--- src/rtl/icache_refill_responder.sv ---
// icache_refill_responder: memory-side responder for instruction-cache line refills.
// Takes one line request at a time, waits LATENCY cycles, reads the line one
// 64-bit beat per cycle and returns it with its line address and error status.
// Backing memory is reached through a same-cycle read port: mem_rd_en is high
// for exactly one cycle per beat, and mem_rd_data must be valid in that same
// cycle. This is the hardware form of one blocking dpi_mem_read(addr, 8) call.
module icache_refill_responder #(
    parameter int unsigned       ADDR_W     = 64,
    parameter int unsigned       LINE_BYTES = 16,
    parameter int unsigned       BEAT_BYTES = 8,
    parameter int unsigned       LATENCY    = 4,
    parameter logic [ADDR_W-1:0] MEM_BASE   = 64'h0000_0000_8000_0000,
    parameter logic [ADDR_W-1:0] MEM_SIZE   = 64'h0000_0000_0800_0000
) (
    input  logic                    clk,
    input  logic                    rst,
    input  logic                    req_valid,
    output logic                    req_ready,
    input  logic [ADDR_W-1:0]       req_addr,
    output logic                    resp_valid,
    input  logic                    resp_ready,
    output logic [LINE_BYTES*8-1:0] resp_data,
    output logic [ADDR_W-1:0]       resp_addr,
    output logic                    resp_err,
    output logic                    mem_rd_en,
    output logic [ADDR_W-1:0]       mem_rd_addr,
    input  logic [63:0]             mem_rd_data
);

    localparam int unsigned BEATS  = LINE_BYTES / BEAT_BYTES;
    localparam int unsigned BEAT_W = (BEATS > 1) ? $clog2(BEATS) : 1;
    localparam int unsigned CNT_W  = $clog2(LATENCY + 2);

    localparam logic [ADDR_W-1:0] OFF_MASK  = ADDR_W'(LINE_BYTES - 1);
    // Window bounds carry one extra bit so that MEM_BASE+MEM_SIZE never wraps.
    localparam logic [ADDR_W:0]   WIN_LO    = {1'b0, MEM_BASE};
    localparam logic [ADDR_W:0]   WIN_HI    = {1'b0, MEM_BASE} + {1'b0, MEM_SIZE};
    localparam logic [CNT_W-1:0]  LAT_LOAD  = CNT_W'(LATENCY);
    localparam logic [BEAT_W-1:0] LAST_BEAT = BEAT_W'(BEATS - 1);

    typedef enum logic [1:0] {
        S_IDLE = 2'd0,
        S_WAIT = 2'd1,
        S_BEAT = 2'd2,
        S_RESP = 2'd3
    } state_t;

    state_t                    r_state;
    logic [CNT_W-1:0]          r_cnt;
    logic [BEAT_W-1:0]         r_beat_idx;
    logic [ADDR_W-1:0]         r_line_addr;
    logic                      r_err;
    logic [LINE_BYTES*8-1:0]   r_line;
    logic                      r_resp_valid;
    logic [LINE_BYTES*8-1:0]   r_resp_data;
    logic [ADDR_W-1:0]         r_resp_addr;
    logic                      r_resp_err;

    logic [ADDR_W-1:0]         w_line_addr_in;
    logic                      w_err_in;
    logic [LINE_BYTES*8-1:0]   w_line_merged;

    // Request decode: line-align the address and classify it against the window.
    always_comb begin
        w_line_addr_in = req_addr & ~OFF_MASK;
        w_err_in       = ({1'b0, w_line_addr_in} < WIN_LO) ||
                         ({1'b0, w_line_addr_in} >= WIN_HI);
    end

    // Line buffer with the current beat's read data merged into its slot.
    always_comb begin
        w_line_merged = r_line;
        w_line_merged[{r_beat_idx, 6'd0} +: 64] = mem_rd_data;
    end

    // Memory read port and request-side ready, decoded from the state register only.
    always_comb begin
        req_ready   = (r_state == S_IDLE);
        mem_rd_en   = (r_state == S_BEAT);
        mem_rd_addr = r_line_addr + (ADDR_W'(r_beat_idx) << 3'd3);
    end

    // Refill FSM: accept, wait, fetch beats, then hold the response until taken.
    always_ff @(posedge clk or negedge rst) begin
        if (!rst) begin
            r_state      <= S_IDLE;
            r_cnt        <= '0;
            r_beat_idx   <= '0;
            r_line_addr  <= '0;
            r_err        <= 1'b0;
            r_line       <= '0;
            r_resp_valid <= 1'b0;
            r_resp_data  <= '0;
            r_resp_addr  <= '0;
            r_resp_err   <= 1'b0;
        end else begin
            case (r_state)
                S_IDLE: begin
                    if (req_valid) begin
                        r_line_addr <= w_line_addr_in;
                        r_err       <= w_err_in;
                        r_cnt       <= LAT_LOAD;
                        r_beat_idx  <= '0;
                        if (LATENCY > 0) begin
                            r_state <= S_WAIT;
                        end else if (w_err_in) begin
                            // Out-of-window with no latency: respond without touching memory.
                            r_state      <= S_RESP;
                            r_resp_valid <= 1'b1;
                            r_resp_data  <= '0;
                            r_resp_addr  <= w_line_addr_in;
                            r_resp_err   <= 1'b1;
                        end else begin
                            r_state <= S_BEAT;
                        end
                    end
                end
                S_WAIT: begin
                    if (r_cnt == CNT_W'(1)) begin
                        if (r_err) begin
                            r_state      <= S_RESP;
                            r_resp_valid <= 1'b1;
                            r_resp_data  <= '0;
                            r_resp_addr  <= r_line_addr;
                            r_resp_err   <= 1'b1;
                        end else begin
                            r_state <= S_BEAT;
                        end
                    end else begin
                        r_cnt <= r_cnt - CNT_W'(1);
                    end
                end
                S_BEAT: begin
                    r_line <= w_line_merged;
                    if (r_beat_idx == LAST_BEAT) begin
                        r_state      <= S_RESP;
                        r_beat_idx   <= '0;
                        r_resp_valid <= 1'b1;
                        r_resp_data  <= w_line_merged;
                        r_resp_addr  <= r_line_addr;
                        r_resp_err   <= 1'b0;
                    end else begin
                        r_beat_idx <= r_beat_idx + BEAT_W'(1);
                    end
                end
                S_RESP: begin
                    // Data, address and error stay as they are after the handshake.
                    if (resp_ready) begin
                        r_state      <= S_IDLE;
                        r_resp_valid <= 1'b0;
                    end
                end
                default: begin
                    r_state      <= S_IDLE;
                    r_resp_valid <= 1'b0;
                end
            endcase
        end
    end

    assign resp_valid = r_resp_valid;
    assign resp_data  = r_resp_data;
    assign resp_addr  = r_resp_addr;
    assign resp_err   = r_resp_err;

endmodule

--- config.mk ---
export PLATFORM = sky130hd
export DESIGN_NAME = icache_refill_responder
export DESIGN_NICKNAME = d
export VERILOG_FILES = /design/src/rtl/icache_refill_responder.sv
export SDC_FILE = /design/constraint.sdc
export NUM_CORES = 1
export LEC_CHECK = 0
export CORE_MARGIN = 2
export CORE_UTILIZATION = 45
export CTS_CLUSTER_DIAMETER = 80
export DETAILED_ROUTE_END_ITERATION = 16
export PLACE_DENSITY = 0.72
export REMOVE_ABC_BUFFERS = 1
export SLEW_MARGIN = 20
export SYNTH_ARGS = -nofsm -noshare
export SYNTH_HDL_FRONTEND = slang
export SYNTH_SLANG_ARGS = --single-unit
--- constraint.sdc ---
create_clock -name clk -period 2.2 [get_ports clk]
set_clock_uncertainty 0.05 [all_clocks]
set_input_delay 0.55 -clock clk [delete_from_list [all_inputs] [get_ports clk]]
set_output_delay 0.55 -clock clk [all_outputs]
set_load 0.02 [all_outputs]
==> out/summary.txt, run 1 <==
Congestion Overflow GR -> 0
# setup viols final -> 0
Total Neg Setup Slack -> 0 ns
Capturing element type of the critical path -> output port
Total Routed Length -> 41400 um
Yosys warning total -> 0
Biggest cell delay along the critical path -> 0.65 ns
Sum of buffers and inverters on the critical path -> 1
Fraction of the cycle the final worst path needs -> 97.9%
Vias in the first global route -> 11.9k
Crit Path Max Fanout -> 2
Worst slew margin relative to its limit -> 57.6%
Wire length of the first global-routing pass -> 65100 um
Worst hold-check path type -> in -> async
Most common flop cell mapped by yosys -> sky130_fd_sc_hd__dfrtp_1
Biggest area consumer among synthesized cells -> sky130_fd_sc_hd__dfrtp_1
Critical path type -> reg -> out
Netlist cell types -> 32
Clock root cell -> sky130_fd_sc_hd__clkbuf_16
Die area -> 38500 um^2
Leak pwr -> 0.0107 uW
Cell area after technology mapping -> 16600 um^2
Residual antenna-violating net count after detailed routing -> 0
Hold Fails Final Rpt -> 0
TritonCTS clock tree -> built
Floorplan Core Area -> 36500 um^2
Busiest layer in global routing -> met2
Sequential element share of the synthesized area -> 57.9%
Status -> finished, final reports clean
Io pins -> 392
Initial core utilization -> 45.6%
Global routing met1 resource utilization -> 27.0%
Crit start category -> register
Number of max-slew violations in the final report -> 0
Number of core rows -> 70
Overall power consumption -> 39400 uW
Horiz. Die Dim -> 196 um
Proportion of synthesized flip-flops having asynchronous set or reset -> 100%
Flop and latch count out of synthesis -> 385
Vias -> 11.2k
Vias per inst -> 5.06
Input/output buffers -> 380
Critical path data required time -> 1.60 ns
Layout cell share with drive strength beyond 1 -> 30.4%
Die Span Y -> 196 um
Number of DRC violations after detailed routing -> 0
Number of antenna violations at the first check in global routing -> 3
# Max-Cap Violations -> 0
Mean area per synthesized cell -> 12.8 um^2
Slowest cell on the critical path -> sky130_fd_sc_hd__clkdlybuf4s50_1
Max H-tree Level -> 2
Clock buffer depth -> 3
Count of TritonRoute iterations in the first routing pass -> 4
Area share of the largest cell type after synthesis -> 57.9%
Dominant cells by area after synthesis -> sky130_fd_sc_hd__dfrtp_1, sky130_fd_sc_hd__mux2_2, sky130_fd_sc_hd__nand2_1, sky130_fd_sc_hd__mux2_4, sky130_fd_sc_hd__o21ai_1
Clock insertion delay at the later pin of the skew report -> 0.56 ns
Number of CTS-inserted buffers -> 43
Placed Cells -> 2121
Pin count of the biggest net entering global routing -> 60
Actual transition at the worst max-transition pin -> 0.636 ns
Crit-path cells -> clkdlybuf4s50_1
Power density normalized to cell area -> 1720 nW/um^2
Post-layout min period -> 2.15 ns
Number of standard cells after synthesis -> 1304
Global routing usage summed across all routing layers -> 21.5%
Kind of cell with the highest combined delay on the critical path -> buffers and inverters
Routability congestion estimate -> 0.820
Signed area change from the synthesized netlist to the final layout -> 37.8%
Met2 usage in global routing -> 35.6%
HPWL after DPL -> 28900 um
Top achievable clock speed -> 464 MHz
Number of flops mapped to enable cells by yosys -> 0
Count of routing violations after the opening detailed-route iteration -> 362
Clock sink total -> 385
Max rail drop VDD -> 1190 uV
Clock transition at the registers of the reported paths -> 0.06 ns
Routed wire per std cell -> 18.7 um
Cell Count, Final, Fillers Out -> 2210
Met3 Use GR -> 7.43%
Data arrival time at the worst-slack endpoint -> 1.55 ns
Total Nets Final -> 1846
## cells in the mapped netlist, types with 2 or more instances
cell type                  instances
sky130_fd_sc_hd__buf_6            10
sky130_fd_sc_hd__nor2_1            5
sky130_fd_sc_hd__nor4_1            7
sky130_fd_sc_hd__a21oi_1           5
sky130_fd_sc_hd__clkbuf_1         27
sky130_fd_sc_hd__nand2_1         262
sky130_fd_sc_hd__o21ai_1         111
sky130_fd_sc_hd__nand4_1           2
sky130_fd_sc_hd__ha_1              6
sky130_fd_sc_hd__mux2_2          317
sky130_fd_sc_hd__o21ai_0          22
sky130_fd_sc_hd__dfrtp_1         385
sky130_fd_sc_hd__mux2i_1           3
sky130_fd_sc_hd__nand2b_1          3
sky130_fd_sc_hd__mux2_4           60
sky130_fd_sc_hd__inv_1             9
sky130_fd_sc_hd__buf_4            11
sky130_fd_sc_hd__buf_2            45
## power by group
group	internal, uW	leakage, uW	switching (uW)	total, uW
registers	10600	0.00474	2070	12700
logic	9940	0.00523	9410	19300
clock network	4410	0.000717	2890	7300
total	25000	0.0107	14400	39400
## registers in the layout, summed over array words and instances, names as in the netlist
signal / flops
resp_data: 128
r_cnt: 3
r_state: 2
r_line: 128
r_beat_idx: 1
r_err: 1
r_line_addr: 60
resp_addr: 60
resp_err: 1
resp_valid: 1
## per-stage QoR
stage	hold slack (ns)	setup slack [ns]	instance area, um^2	util (%)
6_report	0.418	0.0457	22900	62.8
5_1_grt	0.410	-0.00371	22900	62.8
4_1_cts	0.401	0.000163	22700	62.1
3_5_place_dp	0.407	-0.000822	21300	58.3
3_3_place_gp	0.410	0.0484	21300	58.3
2_1_floorplan	0.204	-7.76	16100	-
## final timing paths
check / startpoint / end / slack [ns] / cells past startpoint
worst max-delay path: resp_data[87] / resp_data[87] / 0.05 / 1
worst min-delay path: rst / r_line[87] / 0.42 / 2
worst max register to register: r_state[0] / resp_addr[40] / 0.09 / 7
worst min register to register: resp_data[73] / resp_data[73] / 0.43 / 2
max in group asynchronous: rst / r_line[92] / 0.89 / 4
min in group clk: resp_data[73] / resp_data[73] / 0.43 / 2
## routing by layer
layer  share of wire (%)  vias up
li1                    -     5282
met1                  42     5521
met2                  49      309
met3                 7.3       58
met4                 2.1        4
met5               0.068        -
## layout make-up
cell class	instances	area (um^2)
Fill cell	2863	13600
Antenna cell	2	5.00
Tap cell	468	586
Sequential cell	385	9640
Clock buffer	60	1240
Timing Repair Buffer	446	4680
Clock inverter	17	206
Inverter	9	33.8
Multi-Input combinational cell	823	6540
## repair_timing
action / in CTS / in global routing
endpoints found under the hold margin: 28 / 0
cloned: 0 / 1
pin swaps: 0 / 1
gates resized for setup: 79 / 70
hold buffers: 1 / 0
endpoints found under the setup margin: 70 / 103
buffers inserted: 0 / 8
## placed cells by master (no fill, tap or decap), drive strengths merged, types with 2 or more instances in the layout
| cell | count |
|---|---|
| a211o | 2 |
| a21oi | 5 |
| buf | 67 |
| bufinv | 4 |
| clkbuf | 61 |
| clkdlybuf4s50 | 250 |
| clkinv | 11 |
| conb | 7 |
| dfrtp | 385 |
| diode | 2 |
| dlygate4sd2 | 68 |
| dlymetal6s2s | 59 |
| ha | 6 |
| inv | 10 |
| mux2 | 377 |
| mux2i | 3 |
| nand2 | 262 |
| nand2b | 3 |
| nand4 | 2 |
| nor2 | 5 |
| nor4 | 7 |
| o21ai | 133 |
## cell families (layout without fill, tap and decap cells)
logic type | after synthesis | count (layout) | share of synthesized area (%)
flip-flops | 385 | 385 | 57.9
AND/OR/NAND/NOR | 284 | 284 | 6.72
other | 1 | 9 | 0.0225
AO/OA/AOI/OAI | 145 | 146 | 4.49
buffers and inverters | 103 | 532 | 3.36
multiplexers | 380 | 380 | 27.1
adder cells (fa/ha/maj) | 6 | 6 | 0.451
Power figures use the tool's default switching activity.
==> inputs of run 2 (changes only) <==
Settings changed: CORE_MARGIN 2 to unset, HOLD_SLACK_MARGIN set to 0.03, SLEW_MARGIN 20 to 25.
==> out/summary.txt, run 2 (synthesized netlist as in run 1, its figures left out) <==
Status -> finished, final reports clean
Count of routing violations after the opening detailed-route iteration -> 360 (-0.55%)
Clock power frac -> 18.0% (-0.5 points)
# setup viols final -> 0 (unchanged)
Slowest cell on the critical path -> sky130_fd_sc_hd__clkdlybuf4s50_1
Switching power -> 14300 uW (-0.48%)
Biggest cell delay along the critical path -> 0.66 ns (about the same)
Vias in the first global route -> 11.8k (-0.067%)
Floorplan Core Area -> 36500 um^2 (unchanged)
TritonCTS clock tree -> built
Critical path type -> reg -> out
Die Span Y -> 194 um (-1.0%)
Io pins -> 392 (unchanged)
Horiz. Die Dim -> 194 um (-1.0%)
Layout cell share with drive strength beyond 1 -> 29.6% (-0.81 points)
Input/output buffers -> 380 (unchanged)
Worst hold-check path type -> reg -> reg
Top library cells by usage in the layout, fill and taps aside -> sky130_fd_sc_hd__dfrtp_1, sky130_fd_sc_hd__clkdlybuf4s50_1, sky130_fd_sc_hd__mux2_2, sky130_fd_sc_hd__nand2_1, sky130_fd_sc_hd__o21ai_1
Capturing element type of the critical path -> output port
Clock buffer depth -> 3 (unchanged)
Residual antenna-violating net count after detailed routing -> 0 (unchanged)
Initial core utilization -> 45.6% (unchanged)
Number of CTS-inserted buffers -> 42 (-2.3%)
Data arrival time at the worst-slack endpoint -> 1.56 ns (about the same)
Clock transition at the registers of the reported paths -> 0.06 ns (about the same)
Total Routed Length -> 40700 um (-1.8%)
Wire length of the first global-routing pass -> 64600 um (-0.83%)
Setup slack of the worst register-to-register path -> 0.17 ns (+0.08 ns)
Number of max-slew violations in the final report -> 0 (unchanged)
Kind of cell with the highest combined delay on the critical path -> buffers and inverters
Max H-tree Level -> 2 (unchanged)
Max rail drop VDD -> 1090 uV (-8.4%)
Total Neg Setup Slack -> 0 ns (unchanged)
Number of DRC violations after detailed routing -> 0 (unchanged)
Final hold slack -> 0.427 ns (+0.00854 ns)
Die area -> 37700 um^2 (-2.0%)
Overall power consumption -> 39400 uW (about the same)
HPWL after DPL -> 28100 um (-2.8%)
Crit-path cells -> clkdlybuf4s50_1
Vias -> 11.2k (+0.29%)
Count of TritonRoute iterations in the first routing pass -> 4 (unchanged)
Power density normalized to cell area -> 1730 nW/um^2 (+0.91%)
Crit Path Max Fanout -> 2 (unchanged)
P_int -> 25100 uW (+0.27%)
Global routing usage summed across all routing layers -> 21.6% (+0.070 points)
Clock root cell -> sky130_fd_sc_hd__clkbuf_16
Worst slew margin relative to its limit -> 65.1% (+7.4 points)
Setup repair after global routing missed its margin -> false
Pin count of the biggest net entering global routing -> 60 (unchanged)
Number of antenna violations at the first check in global routing -> 2 (-1)
Routed wire per std cell -> 18.5 um (-1.1%)
Post-layout min period -> 2.16 ns (+0.00555 ns)
Clock insertion delay at the later pin of the skew report -> 0.53 ns (-0.03 ns)
Signed area change from the synthesized netlist to the final layout -> 36.6%
Placed Cells -> 2118 (-0.14%)
Fraction of the cycle the final worst path needs -> 98.2% (+0.25 points)
Part of the power in combinational logic -> 49.7% (+0.5 points)
Total Nets Final -> 1834 (-0.65%)
Congestion Overflow GR -> 0 (unchanged)
Hold Fails Final Rpt -> 0 (unchanged)
Routability congestion estimate -> 0.795 (-3.0%)
Sequential fraction of design power -> 32.3% (about the same)
Clock sink total -> 385 (unchanged)
Number of core rows -> 70 (unchanged)
Cell Count, Final, Fillers Out -> 2196 (-0.63%)
Actual transition at the worst max-transition pin -> 0.524 ns (-0.112 ns)
Leak pwr -> 0.00997 uW (-6.7%)
Top achievable clock speed -> 463 MHz (-0.26%)
# Max-Cap Violations -> 0 (unchanged)
Critical path data required time -> 1.60 ns (about the same)
Vias per inst -> 5.10 (+0.93%)
Crit start category -> register
Sum of buffers and inverters on the critical path -> 1 (unchanged)
Most common cell after layout, fill and taps aside -> sky130_fd_sc_hd__dfrtp_1
Switching power share of the total -> 36.3% (-0.18 points)
## run 2: changes by cell type in the layout (fill, tap and decap cells not counted), moves of 4 or more
cell | before | now
sky130_fd_sc_hd__dlymetal6s2s_1 | 59 | 19
sky130_fd_sc_hd__clkdlybuf4s50_1 | 250 | 341
sky130_fd_sc_hd__dlygate4sd2_1 | 68 | 17
sky130_fd_sc_hd__buf_4 | 41 | 33
sky130_fd_sc_hd__buf_12 | 23 | 19
## run 2: power groups by stage
stage               clock, uW  combinational, uW  sequential (uW)
floorplan                   0               7370            15600
global placement            0              19400            12600
detailed placement          0              19700            12800
CTS                      7270              19700            12700
global route             7530              20900            13100
finish                   7100              19500            12700
## run 2: worst paths after layout
kind                               start               to  cells past startpoint
max                        resp_addr[23]    resp_addr[23]                      1
min                        resp_data[97]    resp_data[97]                      2
max reg2reg                   r_state[1]    resp_addr[55]                      6
min reg2reg                resp_data[97]    resp_data[97]                      2
max in group asynchronous            rst  r_line_addr[61]                      3
min in group asynchronous            rst       r_line[40]                      2
## run 2: through the flow
stage | cell area [um^2] | setup WS, ns | utilization (%)
floorplan | 16100 | -7.76 | -
global placement | 21200 | 0.132 | 58.2
detailed placement | 21200 | 0.119 | 58.2
CTS | 22600 | 0.000132 | 62.0
global route | 22700 | 0.000845 | 62.2
finish | 22700 | 0.0402 | 62.2
## run 2: area by class of cell
cell class / instances / area (um^2)
Antenna cell: 1 / 2.50
Inverter: 9 / 33.8
Multi-Input combinational cell: 822 / 6500
Sequential cell: 385 / 9640
Tap cell: 468 / 586
Timing Repair Buffer: 436 / 4540
Clock buffer: 61 / 1290
Clock inverter: 14 / 129
Fill cell: 2840 / 13800
## run 2: timing repair
item,4_1_cts,5_1_grt
setup buffers,0,0
gates resized for setup,25,21
setup endpoints to repair,19,35
hold buffers,1,0
gates cloned,0,1
endpoints found under the hold margin,23,0
## run 2: layer usage
| layer | up-vias | routed length, um | GRT usage, % |
|---|---|---|---|
| met1 | 5563 | 17200 | 27.3 |
| met3 | 66 | 2820 | 6.31 |
| met4 | 0 | 1020 | 6.58 |
| met2 | 326 | 19700 | 35.8 |
| li1 | 5251 | - | - |
| met5 | - | 0 | 0 |
==> inputs of run 3 (changes only) <==
==> constraint.sdc (replaced) <==
create_clock -name clk -period 2.2 [get_ports clk]
set_clock_uncertainty 0.05 [all_clocks]
set_input_delay 0.44 -clock clk [delete_from_list [all_inputs] [get_ports clk]]
set_output_delay 0.44 -clock clk [all_outputs]
set_load 0.02 [all_outputs]
==> out/summary.txt, run 3 (synthesized netlist as in run 1, its figures left out) <==
Clock transition at the registers of the reported paths -> 0.06 ns (about the same)
Clock insertion delay at the later pin of the skew report -> 0.53 ns (about the same)
Layout Cell Area excl Fill -> 22700 um^2 (about the same)
Layout cell share with drive strength beyond 1 -> 29.6% (+0.058 points)
Cell area reported after detailed placement -> 21200 um^2 (about the same)
Io pins -> 392 (unchanged)
Die Span Y -> 194 um (unchanged)
Leak pwr -> 0.00976 uW (-2.2%)
# Max-Cap Violations -> 0 (unchanged)
Detail Route met2 WL -> 20100 um (+1.9%)
Crit start category -> register
Number of max-slew violations in the final report -> 0 (unchanged)
Number of CTS-inserted buffers -> 41 (-2.4%)
Worst hold-check path type -> in -> async
Clock sink total -> 385 (unchanged)
Setup repair after global routing missed its margin -> true
Floorplan Core Area -> 36500 um^2 (unchanged)
Number of DRC violations after detailed routing -> 0 (unchanged)
Crit Path Max Fanout -> 24 (+22)
HPWL after DPL -> 28300 um (+0.72%)
Vias per inst -> 5.12 (+0.33%)
Die area -> 37700 um^2 (unchanged)
Worst slew margin relative to its limit -> 63.7% (-1.3 points)
Signed area change from the synthesized netlist to the final layout -> 36.7% (about the same)
Biggest cell delay along the critical path -> 0.41 ns (-0.25 ns)
Post-Route M1 WL -> 17600 um (+2.6%)
Wire length on met3 -> 2950 um (+4.4%)
Vias -> 11.2k (+0.29%)
Clock buffer depth -> 3 (unchanged)
Highest metal used -> met4
Wire length of the first global-routing pass -> 65700 um (+1.7%)
Clock root cell -> sky130_fd_sc_hd__clkbuf_16
Vias in the first global route -> 11.7k (-1.2%)
Status -> finished, final reports clean
Pin count of the biggest net entering global routing -> 61 (+1.7%)
Routability congestion estimate -> 0.817 (+2.7%)
Data arrival time at the worst-slack endpoint -> 2.49 ns (+0.93 ns)
Total Routed Length -> 41300 um (+1.6%)
Hold Fails Final Rpt -> 0 (unchanged)
Count of filler cells inserted in the layout -> 2837 (-0.11%)
Number of core rows -> 70 (unchanged)
Power density normalized to cell area -> 1750 nW/um^2 (+1.0%)
Top achievable clock speed -> 470 MHz (+1.5%)
Capturing element type of the critical path -> register
Routed wire per std cell -> 18.8 um (+1.6%)
Global routing usage summed across all routing layers -> 22.0% (+0.44 points)
Total Nets Final -> 1839 (+0.27%)
Initial core utilization -> 45.6% (unchanged)
Max rail drop VDD -> 1010 uV (-7.9%)
Max H-tree Level -> 2 (unchanged)
Critical path type -> reg -> reg
Overall power consumption -> 39800 uW (+1.1%)
Critical path data required time -> 2.56 ns (+0.96 ns)
Congestion Overflow GR -> 0 (unchanged)
Most common cell after layout, fill and taps aside -> sky130_fd_sc_hd__dfrtp_1
Crit-path cells -> inv_1, ha_4, mux2i_4, a211o_4, buf_12, clkbuf_16, mux2_4
Slowest cell on the critical path -> sky130_fd_sc_hd__dfrtp_2
Residual antenna-violating net count after detailed routing -> 0 (unchanged)
Core occupancy in the finished layout -> 62.3% (about the same)
Fraction of the cycle the final worst path needs -> 96.7% (-1.5 points)
Count of TritonRoute iterations in the first routing pass -> 4 (unchanged)
Final hold slack -> 0.378 ns (-0.0489 ns)
Post-layout min period -> 2.13 ns (-0.0327 ns)
Total Neg Setup Slack -> 0 ns (unchanged)
TritonCTS clock tree -> built
# setup viols final -> 0 (unchanged)
Antenna diodes -> 0 (-1)
Actual transition at the worst max-transition pin -> 0.536 ns (+0.0123 ns)
Top library cells by usage in the layout, fill and taps aside -> sky130_fd_sc_hd__dfrtp_1, sky130_fd_sc_hd__clkdlybuf4s50_1, sky130_fd_sc_hd__mux2_2, sky130_fd_sc_hd__nand2_1, sky130_fd_sc_hd__o21ai_1
Number of antenna violations at the first check in global routing -> 0 (-2)
Count of routing violations after the opening detailed-route iteration -> 410 (+14%)
Input/output buffers -> 380 (unchanged)
Horiz. Die Dim -> 194 um (unchanged)
-- run 3: routing by layer --
metal	vias to the layer above	GRT usage (%)
met5	-	0
met1	5612	28.4
met3	50	6.37
met4	0	5.38
li1	5259	-
met2	317	36.6
-- run 3: through the flow --
stage	cells	worst slack, ns
after detailed placement	2118	0.0651
after global placement	2118	0.120
after CTS	2188	0.0358
after global routing	2195	-0.00897
final	2195	0.0729
after floorplan	1216	-7.76
-- run 3: report_power, final --
group	switching [uW]	internal [uW]
combinational	9550	10500
clock	2670	4280
sequential	2110	10600
-- run 3: layout make-up --
type | instances | area (um^2) | area share [%]
Sequential cell | 385 | 9640 | 42.4
Multi-Input combinational cell | 823 | 6540 | 28.8
Timing Repair Buffer | 441 | 4580 | 20.1
Clock buffer | 63 | 1230 | 5.40
Tap cell | 468 | 586 | 2.57
Clock inverter | 6 | 130 | 0.572
Inverter | 9 | 33.8 | 0.149
-- run 3: path summary, 6_finish.rpt --
| path | to | from | slack (ns) | depth (start not counted) |
|---|---|---|---|---|
| max | resp_addr[45] | r_state[1] | 0.07 | 7 |
| max in group asynchronous | r_line_addr[59] | rst | 0.92 | 4 |
| min | resp_data[80] | rst | 0.38 | 2 |
| max reg2reg | resp_addr[45] | r_state[1] | 0.07 | 7 |
| min reg2reg | resp_data[106] | resp_data[106] | 0.43 | 2 |
| min in group clk | resp_data[106] | resp_data[106] | 0.43 | 2 |
-- run 3: worst max-delay path: cells and delay by family (launching register included) --
family | cells | cell delay (ns)
adder cells (fa/ha/maj) | 1 | 0.20
multiplexers | 2 | 0.49
AO/OA/AOI/OAI | 1 | 0.40
flip-flops | 1 | 0.41
buffers and inverters | 3 | 0.43
-- run 3: what timing repair did --
item / CTS / global route
gates resized for setup: 9 / 9
setup endpoints to repair: 3 / 52
hold buffers: 1 / 0
gates cloned: 0 / 3
hold endpoints to repair: 31 / 0
buffers inserted: 0 / 4
pin swaps: 0 / 1
